`config.mk`:
```
export PLATFORM = sky130hd
export DESIGN_NAME = uart_tx_fifo_flat
export DESIGN_NICKNAME = d
export VERILOG_FILES = /design/src/rtl/uart_tx_fifo_if.sv /design/src/rtl/uart_tx_fifo.sv /design/src/flat_wrapper.sv
export SDC_FILE = /design/constraint.sdc
export NUM_CORES = 1
export LEC_CHECK = 0
export ABC_AREA = 0
export CAP_MARGIN = 20
export CORE_AREA = 2 2 82 84
export CTS_CLUSTER_DIAMETER = 100
export DETAILED_ROUTE_END_ITERATION = 6
export DIE_AREA = 0 0 84 86
export GPL_TIMING_DRIVEN = 0
export PLACE_DENSITY_LB_ADDON = 0.3
export SLEW_MARGIN = 20
export SYNTH_ARGS = -nofsm -noshare
export SYNTH_HDL_FRONTEND = slang
export SYNTH_SLANG_ARGS = --single-unit
```
`constraint.sdc`:
```
create_clock -name clk_Tx -period 2.6 [get_ports clk_Tx]
set_input_delay 0.52 -clock clk_Tx [delete_from_list [all_inputs] [get_ports clk_Tx]]
set_output_delay 0.52 -clock clk_Tx [all_outputs]
set_load 0.005 [all_outputs]
```
`src/rtl/uart_tx_fifo_if.sv`:
```
// Purpose: word handshake between packet logic and the UART transmitter FIFO.
// Latency: none, wires only.
// Backpressure: tx_ready low means the word on tx_data is not taken this edge.
//
// Signals:
//   tx_data   word to send, exactly DATA_BITS wide
//   tx_valid  tx_data valid
//   tx_ready  transmitter FIFO can accept a word
interface uart_tx_fifo_if #(
    parameter int DATA_BITS = 8
) ();
    logic [DATA_BITS-1:0] tx_data;
    logic                 tx_valid;
    logic                 tx_ready;

    modport master (output tx_data, output tx_valid, input tx_ready);
    modport slave  (input tx_data, input tx_valid, output tx_ready);
endinterface

```
`src/rtl/uart_tx_fifo.sv`:
```
// Purpose: FIFO-buffered UART transmitter, LSB first, optional parity, 1/2 stop bits, CTS_n gating.
// Latency: word pushed into an empty FIFO while idle with cts_n low starts its frame one clock later.
// Backpressure: tx_ready drops when FIFO_DEPTH words are queued; frames run back-to-back while data waits.
//
// Ports:
//   clk_Tx        system clock
//   reset         asynchronous active-low reset
//   s_tx          slave side of the word handshake (tx_data / tx_valid / tx_ready)
//   i_cts_n       low = remote may receive; only checked when a new frame could start
//   o_tx_out      registered serial line, idle high
//   o_tx_busy     high while a frame is on the line
//   o_fifo_count  words queued, not counting the frame in flight
module uart_tx_fifo #(
    parameter int CLK_HZ     = 100000000,
    parameter int BAUD       = 9600,
    parameter int DATA_BITS  = 8,
    parameter int PARITY     = 0,
    parameter int STOP_BITS  = 1,
    parameter int FIFO_DEPTH = 4
) (
    input  logic                        clk_Tx,
    input  logic                        reset,
    uart_tx_fifo_if.slave               s_tx,
    input  logic                        i_cts_n,
    output logic                        o_tx_out,
    output logic                        o_tx_busy,
    output logic [$clog2(FIFO_DEPTH):0] o_fifo_count
);
    localparam int DIV = (CLK_HZ + BAUD / 2) / BAUD;
    localparam int AW  = $clog2(FIFO_DEPTH);
    localparam int CW  = $clog2(DIV);     // baud counter only reaches DIV-1
    localparam int BW  = 4;               // covers up to 9 data bits and 2 stop bits
    localparam logic [AW:0] DEPTH_C = (AW + 1)'(FIFO_DEPTH);

    typedef enum logic [2:0] {S_IDLE, S_START, S_DATA, S_PARITY, S_STOP} state_t;

    logic [DATA_BITS-1:0] r_mem [FIFO_DEPTH];
    logic [AW-1:0]        r_wptr;
    logic [AW-1:0]        r_rptr;
    logic [AW:0]          r_count;
    logic                 r_live;
    state_t               r_state;
    logic [CW-1:0]        r_baud_cnt;
    logic [BW-1:0]        r_bit_cnt;
    logic [DATA_BITS-1:0] r_shift;
    logic                 r_parity;
    logic                 r_tx_out;

    state_t               w_state_nxt;
    logic                 w_push;
    logic                 w_pop;
    logic                 w_can_start;
    logic                 w_bit_end;
    logic                 w_data_last;
    logic                 w_stop_last;
    logic                 w_tx_nxt;

    // r_live keeps tx_ready low while reset is held, even though the count reads zero.
    assign s_tx.tx_ready = r_live && (r_count < DEPTH_C);
    assign w_push        = s_tx.tx_valid && s_tx.tx_ready;
    assign w_can_start   = (r_count != '0) && !i_cts_n;
    assign w_bit_end     = (r_baud_cnt == CW'(DIV - 1));
    assign w_data_last   = (r_bit_cnt == BW'(DATA_BITS - 1));
    assign w_stop_last   = (r_bit_cnt == BW'(STOP_BITS - 1));

    // State register and frame datapath.
    always_ff @(posedge clk_Tx or negedge reset) begin
        if (!reset) begin
            r_state    <= S_IDLE;
            r_baud_cnt <= '0;
            r_bit_cnt  <= '0;
            r_shift    <= '0;
            r_parity   <= 1'b0;
            r_tx_out   <= 1'b1;
            r_live     <= 1'b0;
            r_wptr     <= '0;
            r_rptr     <= '0;
            r_count    <= '0;
        end else begin
            r_live   <= 1'b1;
            r_state  <= w_state_nxt;
            r_tx_out <= w_tx_nxt;

            // Reload at every bit boundary so bit k always starts k*DIV clocks after the start edge.
            if (r_state == S_IDLE || w_bit_end)
                r_baud_cnt <= '0;
            else
                r_baud_cnt <= r_baud_cnt + 1'b1;

            // Bit counter indexes data bits in DATA and stop bits in STOP.
            if (w_state_nxt != r_state)
                r_bit_cnt <= '0;
            else if (w_bit_end)
                r_bit_cnt <= r_bit_cnt + 1'b1;

            // Line always shows r_shift[0] at the next boundary, so shift after presenting it.
            if (w_pop) begin
                r_shift  <= r_mem[r_rptr];
                r_parity <= (PARITY == 1) ? ~^r_mem[r_rptr] : ^r_mem[r_rptr];
            end else if (w_bit_end && (r_state == S_START || r_state == S_DATA)) begin
                r_shift  <= r_shift >> 1;
            end

            if (w_push)
                r_wptr <= r_wptr + 1'b1;
            if (w_pop)
                r_rptr <= r_rptr + 1'b1;
            case ({w_push, w_pop})
                2'b10:   r_count <= r_count + 1'b1;
                2'b01:   r_count <= r_count - 1'b1;
                default: r_count <= r_count;
            endcase
        end
    end

    // FIFO storage needs no reset; pointers and count define what is valid.
    always_ff @(posedge clk_Tx) begin
        if (w_push)
            r_mem[r_wptr] <= s_tx.tx_data;
    end

    // Next-state logic.
    always_comb begin
        w_state_nxt = r_state;
        case (r_state)
            S_IDLE:   if (w_can_start) w_state_nxt = S_START;
            S_START:  if (w_bit_end) w_state_nxt = S_DATA;
            S_DATA:   if (w_bit_end && w_data_last)
                          w_state_nxt = (PARITY != 0) ? S_PARITY : S_STOP;
            S_PARITY: if (w_bit_end) w_state_nxt = S_STOP;
            S_STOP:   if (w_bit_end && w_stop_last)
                          w_state_nxt = w_can_start ? S_START : S_IDLE;
            default:  w_state_nxt = S_IDLE;
        endcase
    end

    // Output logic: next line value and FIFO pop.
    always_comb begin
        w_pop    = 1'b0;
        w_tx_nxt = r_tx_out;
        case (r_state)
            S_IDLE: begin
                w_tx_nxt = 1'b1;
                if (w_can_start) begin
                    w_pop    = 1'b1;
                    w_tx_nxt = 1'b0;
                end
            end
            S_START: if (w_bit_end) w_tx_nxt = r_shift[0];
            S_DATA: if (w_bit_end) begin
                if (!w_data_last)
                    w_tx_nxt = r_shift[0];
                else if (PARITY != 0)
                    w_tx_nxt = r_parity;
                else
                    w_tx_nxt = 1'b1;
            end
            S_PARITY: if (w_bit_end) w_tx_nxt = 1'b1;
            // Back-to-back frames: the next start bit begins on the edge that ends the last stop bit.
            S_STOP: if (w_bit_end && w_stop_last && w_can_start) begin
                w_pop    = 1'b1;
                w_tx_nxt = 1'b0;
            end
            default: w_tx_nxt = 1'b1;
        endcase
    end

    assign o_tx_out     = r_tx_out;
    assign o_tx_busy    = (r_state != S_IDLE);
    assign o_fifo_count = r_count;
endmodule
```
`src/flat_wrapper.sv`:
```
// flat-port wrapper written by rule: the top's interface ports become plain ports
module uart_tx_fifo_flat 
#(
    parameter int CLK_HZ     = 100000000,
    parameter int BAUD       = 9600,
    parameter int DATA_BITS  = 8,
    parameter int PARITY     = 0,
    parameter int STOP_BITS  = 1,
    parameter int FIFO_DEPTH = 4
)
  (clk_Tx, reset, i_cts_n, o_tx_out, o_tx_busy, o_fifo_count, s_tx_tx_data, s_tx_tx_valid, s_tx_tx_ready);
  uart_tx_fifo_if #(.DATA_BITS(DATA_BITS)) s_tx_i ();
  input  logic clk_Tx;
  input  logic reset;
  input  logic i_cts_n;
  output logic o_tx_out;
  output logic o_tx_busy;
  output logic [$clog2(FIFO_DEPTH):0] o_fifo_count;
  input wire logic [$bits(s_tx_i.tx_data)-1:0] s_tx_tx_data;
  input wire logic [$bits(s_tx_i.tx_valid)-1:0] s_tx_tx_valid;
  output wire logic [$bits(s_tx_i.tx_ready)-1:0] s_tx_tx_ready;
  assign s_tx_i.tx_data = s_tx_tx_data;
  assign s_tx_i.tx_valid = s_tx_tx_valid;
  assign s_tx_tx_ready = s_tx_i.tx_ready;
  uart_tx_fifo #(.CLK_HZ(CLK_HZ), .BAUD(BAUD), .DATA_BITS(DATA_BITS), .PARITY(PARITY), .STOP_BITS(STOP_BITS), .FIFO_DEPTH(FIFO_DEPTH)) u_core (.clk_Tx(clk_Tx), .reset(reset), .s_tx(s_tx_i), .i_cts_n(i_cts_n), .o_tx_out(o_tx_out), .o_tx_busy(o_tx_busy), .o_fifo_count(o_fifo_count));
endmodule
```
======== Yosys cells after proc, flatten, opt, wreduce, memory -nomap -nowiden ========
Memory sizes are Yosys's and may differ from the RTL's.
Cells that the tools add are included.
storage, ports and cells
  flip-flop bits (word level) ............. 38
  memory bits (writable) .................. 32
  input port bits ......................... 12
  word-level logic and storage cells ...... 73
  memories kept ........................... 1
cells by class
  add/subtract/negate cells ............... 6
  order comparisons ....................... 1
  equality and inequality tests ........... 13
  multiplexer cells ....................... 25
  reduce and logical (&&, ||, !) cells .... 18
memories
  name          depth  width  read ports  clocked after memory_dff  write ports  line                RTL
  u_core.r_mem  4      8      1           0                         1            uart_tx_fifo.sv:37  logic [DATA_BITS-1:0] r_mem [FIFO_DEPTH];
operator list
  operator                 number
  $mux W8                  2
  $mux W3                  5
  $pmux W3 S5              1
  $add A14 B1 Y14 const B  1
  $eq A14 B14 Y1 const B   1
  $mux W14                 1
  $mux W1                  11
  $mux W4                  2
  $ne A2 B1 Y1 const B     4
  $logic_and A1 B1 Y1      7
  $eq A3 B2 Y1 const B     2
  $pmux W3 S2              1
  $reduce_bool A2 Y1       3
  $reduce_bool A3 Y1       2
  $pmux W1 S5              1
  $add A2 B1 Y2 const B    2
  $add A4 B1 Y4 const B    1
  $eq A4 B3 Y1 const B     1
  $logic_not A4 Y1         1
  $reduce_and A4 Y1        1
  $add A3 B1 Y3 const B    1
  $eq A3 B1 Y1 const B     1
  $eq A3 B3 Y1 const B     1
  $logic_not A3 Y1         1
  8 further kinds          9

======== Depth between registers and ports, before layout ========
Gate-level depths: netlist of run 1.
  depth after elaboration ................. 7
  gate-level depth with buffers ........... 13
  mapped depth without buffers ............ 13

======== Least setup slack after synthesis of run 1 ========
Ideal clock, no wire load.
  path kind ............................... register to register
  from .................................... reg u_core.r_baud_cnt[0]
  to ...................................... reg u_core.r_count[2], in the netlist u_core.o_fifo_count[2]
  data arrival time ....................... 2.682 ns
  required time ........................... 2.521 ns
  slack ................................... -0.161 ns
  stages on the path, launching flop included .. 14
  buffers on the path ..................... 0
  cells stage by stage .................... dfrtp_1 inv_1 ha_1 nor3b_1 nand4b_2 o21ai_0 nand2_1 inv_1 ha_1 inv_1 fa_1 xor2_1 nor2_1 xor2_1
between the ends
  cells in the longest elaborated chain, start to end .. 7
  elaborated cells between the ends (all ways) .. 9
  those cells by class .................... eq/ne: 3; mux: 3; reduce/logical: 3
RTL lines
  what                                                      line                 RTL
  start: declaration                                        uart_tx_fifo.sv:43   logic [CW-1:0] r_baud_cnt;
  start signal: assignment                                  uart_tx_fifo.sv:88   r_baud_cnt <= r_baud_cnt + 1'b1;
  $eq A14 B14 Y1 *                                          uart_tx_fifo.sv:62   assign w_bit_end = (r_baud_cnt == CW'(DIV - 1));
  $logic_and A1 B1 Y1 * (2 in a row)                        uart_tx_fifo.sv:160  S_STOP: if (w_bit_end && w_stop_last && w_can_start) begin
  $mux W1 *                                                 uart_tx_fifo.sv:160
  $pmux W1 S2 *                                             uart_tx_fifo.sv:141  case (r_state)
  $eq A2 B1 Y1 / $eq A2 B2 Y1 (equally long branches)       uart_tx_fifo.sv:108  case ({w_push, w_pop})
  $pmux W3 S2 / $reduce_bool A2 Y1 (equally long branches)  n/a
  end signal: assignment                                    uart_tx_fifo.sv:109  2'b10: r_count <= r_count + 1'b1;
  end signal: assignment                                    uart_tx_fifo.sv:110  2'b01: r_count <= r_count - 1'b1;
  end signal: assignment                                    uart_tx_fifo.sv:111  default: r_count <= r_count;
  end: declaration                                          uart_tx_fifo.sv:40   logic [AW:0] r_count;
Mark *: on every way between the ends. The rest lies on a longest branch, timed or not.
A chain may end at the register's enable or synchronous reset.

======== Final worst setup path of run 1 ========
Same ends and word-level chain as after synthesis.

==> metrics.md, run 1 <==
| Metric | Value |
|---|---|
| CP arrival | 2.76 ns |
| Vias | 1889 |
| Post-synth EDFFs | 32 |
| Worst Path Buf+Inv | 3 |
| Leakage power | 1.598 nW |
| Sw Ratio | 29.59% |
| FFs w/ async S/R, synth | 54.29% |
| Mapped cell area | 0.003239 mm^2 |
| DR iter-0 viols | 102 |
| VDD IR-drop max | 0.5064 mV |
| Endpoints failing setup | 0 |
| Syn avg cell area | 13.44 um^2 |
| RD Place Congestion | 0.8468 |
| Diode count | 0 |
| Crit path max fanout | 5 |
| CP Capture Type | flip-flop |
| CP peak stage delay | 0.43 ns |
| # hold bufs at CTS | 0 |
| CTS Buf Count | 9 |
| Drt wl/cell | 15.10 um |
| I/O pin count | 18 |
| Post-Syn Instances | 241 |
| Synth top cells by count | dfrtp_1 (37), edfxtp_1 (32), nor2_1 (28) |
| Final Hold Fails | 0 |
| Site Rows | 29 |
| Nets | 296 |
| Sequential share of power | 44.6% |
| # port buffers | 17 |
| Die width | 84 um |
| Clock power share | 26.2% |
| DRC | 0 |
| Core area | 0.006277 mm^2 |
| Routed wire length | 5.377 mm |
| Top FF cell, synth | dfrtp_1 |
| Library cells used by synthesis | 43 |
| Clk_lat worst skew | 0.33 ns |
| Post-Route Skew | 0.007999 ns |
| Largest net degree at the start of global routing | 31 |
| Status | finished, final reports clean |
| Share of layout cells above drive strength 1 | 20.79% |
| Net Sw Power | 1.008 mW |
| Filler instances | 495 |
| Clk buf depth | 2 |
| Delay-heaviest family, CP | adder cells |
| Final Max Tran Viols | 0 |
| Tcrit/Tclk final | 96.22% |
| Largest cells by area after synthesis | edfxtp_1 (30%), dfrtp_1 (29%), mux2_4 (6.5%), mux4_2 (5.6%), ha_1 (3.5%) |
| Post-synthesis register bit count | 70 |
| DRT Pass-1 Iters | 6 |
| Tot Pwr | 3.406 mW |
| Post-Layout Cell Count | 356 |
| Clk slew on worst S/H paths | 0.08 ns |
| Via/cell ratio | 5.306 |
| GRT Overall Usage | 16.67% |
| # H-tree levels | 3 |
| Synthesis Warnings | 0 |
| Die H | 86 um |
| Clock Sinks | 70 |
| Crit path time final | 2.502 ns |
| Setup TNS | 0 ns |
| Internal | 2.398 mW |
| Kind of critical path | flip-flop to flip-flop |
| Max-Cap Viols | 0 |
| Power per cell area | 893.7 mW/mm^2 |
| Register area share after synthesis | 59.06% |
| Placed insts | 336 |
| Worst slew pin tran | 0.7829 ns |
| Top cell type's share of synthesized area | 29.66% |
| Startpoint types | flip-flop |
| Synth-to-Final Area Change | 17.65% |
| Syn nets | 263 |
| Slew headroom | 47.81% |
| Most frequent cell after synthesis | dfrtp_1 |
| Worst path slowest cell | dfrtp_1 |
| HP Class | primary input to async pin |
| Grt ovf | 0 |
| Cell taking the most area after synthesis | edfxtp_1 |
| CTS tree | done |
| Detailed Place HPWL | 3.612 mm |
| Initial antenna violation count | 0 |
| Req. time, crit path | 2.86 ns |
| CP Cell Sequence | inv_1, ha_1, nor3b_4, nand4b_4, o21ai_4, nand2_4, inv_2, ha_2, inv_1, fa_1, xor2_1, nor2_1, xor2_1 |
| Max Fclk | 0.3997 GHz |
| Combinational Power Share | 29.2% |
| Post-route ant nets | 0 |
| Starting Density | 51.60% |
| Clk Tree Root Cell | clkbuf_8 |
| First-pass GRT wire length | 9.225 mm |
| Die area | 0.007224 mm^2 |
| Vias in the first global route | 1888 |
-- flip-flops by register name, indices dropped and copies added (netlist names) --
name / flops
u_core.r_bit_cnt: 4
u_core.r_mem: 32
u_core.r_state: 3
u_core.r_wptr: 2
u_core.r_rptr: 2
u_core.o_tx_out: 1
u_core.r_shift: 8
u_core.r_live: 1
u_core.r_baud_cnt: 14
u_core.o_fifo_count: 3
-- final timing paths --
kind,startpoint,to,slack (ns),depth (start not counted)
max,u_core.r_baud_cnt[0],u_core.o_fifo_count[2],0.1,13
max reg2reg,u_core.r_baud_cnt[0],u_core.o_fifo_count[2],0.1,13
min reg2reg,u_core.r_baud_cnt[0],u_core.r_baud_cnt[0],0.52,1
min in group clk_Tx,u_core.r_baud_cnt[0],u_core.r_baud_cnt[0],0.52,1
min,reset,u_core.r_baud_cnt[11],0.03,1
max in group asynchronous,reset,u_core.o_tx_out,2.07,2
-- per-layer routing --
metal	vias to the layer above	GRT usage (%)	routed length [um]
met5	-	0	0
met4	0	5.279	29
met3	2	5.294	169
met2	28	26.25	2658
met1	941	22.33	2519
li1	918	-	-
-- cells by family after synthesis --
logic type	after synthesis	share of synthesized area, %
mux	22	12.05
fa+ha+maj	10	4.094
flops	70	59.06
simple gates	74	11.97
other cells	1	0.1158
xor+xnor	22	5.948
buf+inv	21	2.704
compound gates	21	4.056
-- final cells by class --
class                           count  area, um^2  area share, %
Timing Repair Buffer               22       215.2          5.647
Clock buffer                        9       123.9          3.250
Buffer                              8       38.79          1.018
Multi-Input combinational cell    150        1295          33.98
Clock inverter                      7       80.08          2.101
Tap cell                           77       96.34          2.528
Inverter                           13       48.80          1.280
Sequential cell                    70        1913          50.20
-- cells in the final DEF, fill, tap and decap left out, types with 9 or more instances in the layout --
cell type / n
inv_1: 12
dfrtp_1: 37
edfxtp_1: 32
xor2_1: 11
nor2_1: 28
mux2_4: 14
nand2_1: 13
clkdlybuf4s50_1: 16
clkbuf_8: 9
xnor2_1: 11
-- metrics by stage --
step / instance area [um^2] / hold slack, ns / setup slack, ns / util (%)
5_1_grt: 3811 / 0.01758 / -0.04939 / 60.71
3_3_place_gp: 3512 / 0.5016 / -0.7750 / 55.95
4_1_cts: 3779 / 0.02849 / 0.1101 / 60.20
3_5_place_dp: 3527 / 0.3998 / -0.8015 / 56.19
6_report: 3811 / 0.03212 / 0.09827 / 60.71
2_1_floorplan: 3246 / 0.2244 / 0.005553 / -
-- power groups by stage --
stage	combinational, mW	sequential, mW	clock [mW]
after floorplan	0.713	1.50	0
after global placement	0.933	1.53	0
after detailed placement	0.964	1.54	0
after CTS	0.988	1.51	0.912
after global routing	1.11	1.55	0.969
final	0.994	1.52	0.892
-- what timing repair did --
action / CTS / global route
setup buffers: 2 / 2
gates cloned: 0 / 0
pin swaps: 1 / 1
resized for setup: 5 / 4
setup endpoints to repair: 2 / 1
-- worst reg2reg max path, cell delays in order (launching register included) --
cell and delay [ns]:
dfrtp_1 0.43, inv_1 0.07, ha_1 0.15, nor3b_4 0.24, nand4b_4 0.15, o21ai_4 0.22, nand2_4 0.08, inv_2 0.06
ha_2 0.17, inv_1 0.05, fa_1 0.37, xor2_1 0.15, nor2_1 0.12, xor2_1 0.16
No activity file was read; power rests on OpenSTA's default activity.
==> run 2: changes to the inputs <==
--- a/config.mk
+++ b/config.mk
@@ -5,12 +5,11 @@
 export SDC_FILE = /design/constraint.sdc
 export NUM_CORES = 1
 export LEC_CHECK = 0
-export ABC_AREA = 0
-export CAP_MARGIN = 20
 export CORE_AREA = 2 2 82 84
 export CTS_CLUSTER_DIAMETER = 100
 export DETAILED_ROUTE_END_ITERATION = 6
 export DIE_AREA = 0 0 84 86
+export GPL_ROUTABILITY_DRIVEN = 0
 export GPL_TIMING_DRIVEN = 0
 export PLACE_DENSITY_LB_ADDON = 0.3
 export SLEW_MARGIN = 20
==> results of run 2 <==
Final layout, timing and power as in run 1 (identical DEF).
==> run 3: changes to the inputs <==
--- a/config.mk
+++ b/config.mk
@@ -5,10 +5,10 @@
 export SDC_FILE = /design/constraint.sdc
 export NUM_CORES = 1
 export LEC_CHECK = 0
-export CORE_AREA = 2 2 82 84
+export CORE_AREA = 2 2 80 82
 export CTS_CLUSTER_DIAMETER = 100
 export DETAILED_ROUTE_END_ITERATION = 6
-export DIE_AREA = 0 0 84 86
+export DIE_AREA = 0 0 82 84
 export GPL_ROUTABILITY_DRIVEN = 0
 export GPL_TIMING_DRIVEN = 0
 export PLACE_DENSITY_LB_ADDON = 0.3
==> constraint.sdc (replaced) <==
create_clock -name clk_Tx -period 2.5 [get_ports clk_Tx]
set_input_delay 0.5 -clock clk_Tx [delete_from_list [all_inputs] [get_ports clk_Tx]]
set_output_delay 0.5 -clock clk_Tx [all_outputs]
set_load 0.005 [all_outputs]
==> metrics.md, run 3 (synthesis results as in run 1) <==
| Metric | Value |
|---|---|
| VDD IR-drop max | 0.5904 mV |
| Final Hold Fails | 0 |
| Slew headroom | 47.24% |
| Die area | 0.006888 mm^2 |
| # H-tree levels | 3 |
| Diode count | 0 |
| Crit path max fanout | 8 |
| # port buffers | 17 |
| Grt ovf | 0 |
| Max Fclk | 0.4201 GHz |
| Req. time, crit path | 2.74 ns |
| Drt wl/cell | 14.46 um |
| Post-route ant nets | 0 |
| Largest net degree at the start of global routing | 28 |
| Tot Pwr | 3.670 mW |
| Power per cell area | 949.0 mW/mm^2 |
| Status | finished, final reports clean |
| Initial antenna violation count | 0 |
| GRT Overall Usage | 17.25% |
| Max-Cap Viols | 0 |
| Core area | 0.006096 mm^2 |
| Detailed Place HPWL | 3.428 mm |
| Most common cell after layout, fill and taps aside | dfrtp_1 |
| CP arrival | 2.62 ns |
| HP Class | primary input to async pin |
| Top Registers | u_core.r_mem x32, u_core.r_baud_cnt x14, u_core.r_shift x8 |
| Via/cell ratio | 5.231 |
| RSZ-0062 raised after global routing | yes |
| Die H | 84 um |
| First-pass GRT wire length | 8.728 mm |
| Routed wire length | 5.191 mm |
| Site Rows | 29 |
| CP Capture Type | flip-flop |
| Synth-to-Final Area Change | 19.39% |
| CTS Buf Count | 9 |
| Clk slew on worst S/H paths | 0.07 ns |
| Clk_lat worst skew | 0.35 ns |
| Tcrit/Tclk final | 95.21% |
| I/O pin count | 18 |
| Post-Route Skew | 0.005492 ns |
| Leakage power | 1.624 nW |
| Nets | 299 |
| Kind of critical path | flip-flop to flip-flop |
| DRT Pass-1 Iters | 4 |
| Most flops, register | u_core.r_mem |
| Post-Place Setup Slack | -0.5439 ns |
| DR iter-0 viols | 100 |
| Clock Sinks | 70 |
| Largest register FFs | 32 |
| Starting Density | 53.14% |
| Commonest cells after routing, fill and taps aside | dfrtp_1 (37), edfxtp_1 (32), nor2_1 (28) |
| Reg2reg setup slack | 0.12 ns |
| Endpoints failing setup | 0 |
| Die width | 82 um |
| Final worst slack | 0.1197 ns |
| Worst slew pin tran | 0.7914 ns |
| Startpoint types | flip-flop |
| Clk Tree Root Cell | clkbuf_8 |
| Vias in the first global route | 1818 |
| Setup TNS | 0 ns |
| Clk buf depth | 2 |
| Final Max Tran Viols | 0 |
| Share of layout cells above drive strength 1 | 22.34% |
| Final core occ | 63.44% |
| CTS tree | done |
| Vias | 1878 |
| Filler instances | 469 |
| Crit path time final | 2.380 ns |
| DRC | 0 |
| # hold bufs at CTS | 0 |
==> run 3: final timing paths <==
path | start | to | cells past startpoint
max in group asynchronous | reset | u_core.r_shift[1] | 2
worst max-delay path | u_core.r_baud_cnt[0] | u_core.r_shift[4] | 9
min in group clk_Tx | u_core.r_shift[7] | u_core.r_shift[7] | 1
worst min-delay path | reset | u_core.r_bit_cnt[2] | 1
worst max register to register | u_core.r_baud_cnt[0] | u_core.r_shift[4] | 9
worst min register to register | u_core.r_shift[7] | u_core.r_shift[7] | 1
==> run 3: metrics by stage <==
step / std cells / instance area [um^2] / hold WS, ns
final: 359 / 3867 / 0.02915
after floorplan: 241 / 3262 / 0.2044
after detailed placement: 336 / 3543 / 0.4022
after global routing: 359 / 3867 / 0.03843
after CTS: 355 / 3820 / 0.02271
after global placement: 335 / 3528 / 0.5019
==> run 3: repair_timing <==
| item | CTS | global route |
|---|---|---|
| pin swaps | 2 | 5 |
| endpoints found under the setup margin | 2 | 7 |
| gates cloned | 0 | 0 |
| endpoints found under the hold margin | 0 | 0 |
| setup buffers | 3 | 4 |
| gates resized for setup | 4 | 6 |
==> run 3: power breakdown <==
group          leakage, nW  internal (mW)  switching, mW  total (mW)
combinational        0.740          0.626          0.458        1.08
sequential           0.773           1.43          0.145        1.58
clock                0.111          0.570          0.439        1.01
==> run 3: metal layers <==
layer  vias up  global-route usage, %  part of all wire, %
li1        926                      -                    -
met1       912                  23.59                   47
met2        31                  25.28                   48
met3         9                  5.519                  3.2
met4         0                  7.273                  1.9
met5         -                      0                    0
==> run 3: critical path: stages (launching register included) <==
cell	delay, ns
dfrtp_1	0.41
inv_1	0.07
ha_2	0.15
nor3b_4	0.23
nand4b_4	0.16
buf_4	0.19
or3_1	0.36
buf_6	0.16
mux2_4	0.30
mux2_4	0.25
==> run 3: layout make-up <==
cell class                 count  area, um^2  area share [%]
buffer                         8       38.79           1.003
clock buffer                  10       127.6           3.300
clock inverter                 6       95.09           2.459
inverter                      13       48.80           1.262
multi-input combinational    150        1310           33.87
sequential                    70        1913           49.47
tap                           77       96.34           2.491
timing repair buffer          25       237.7           6.147
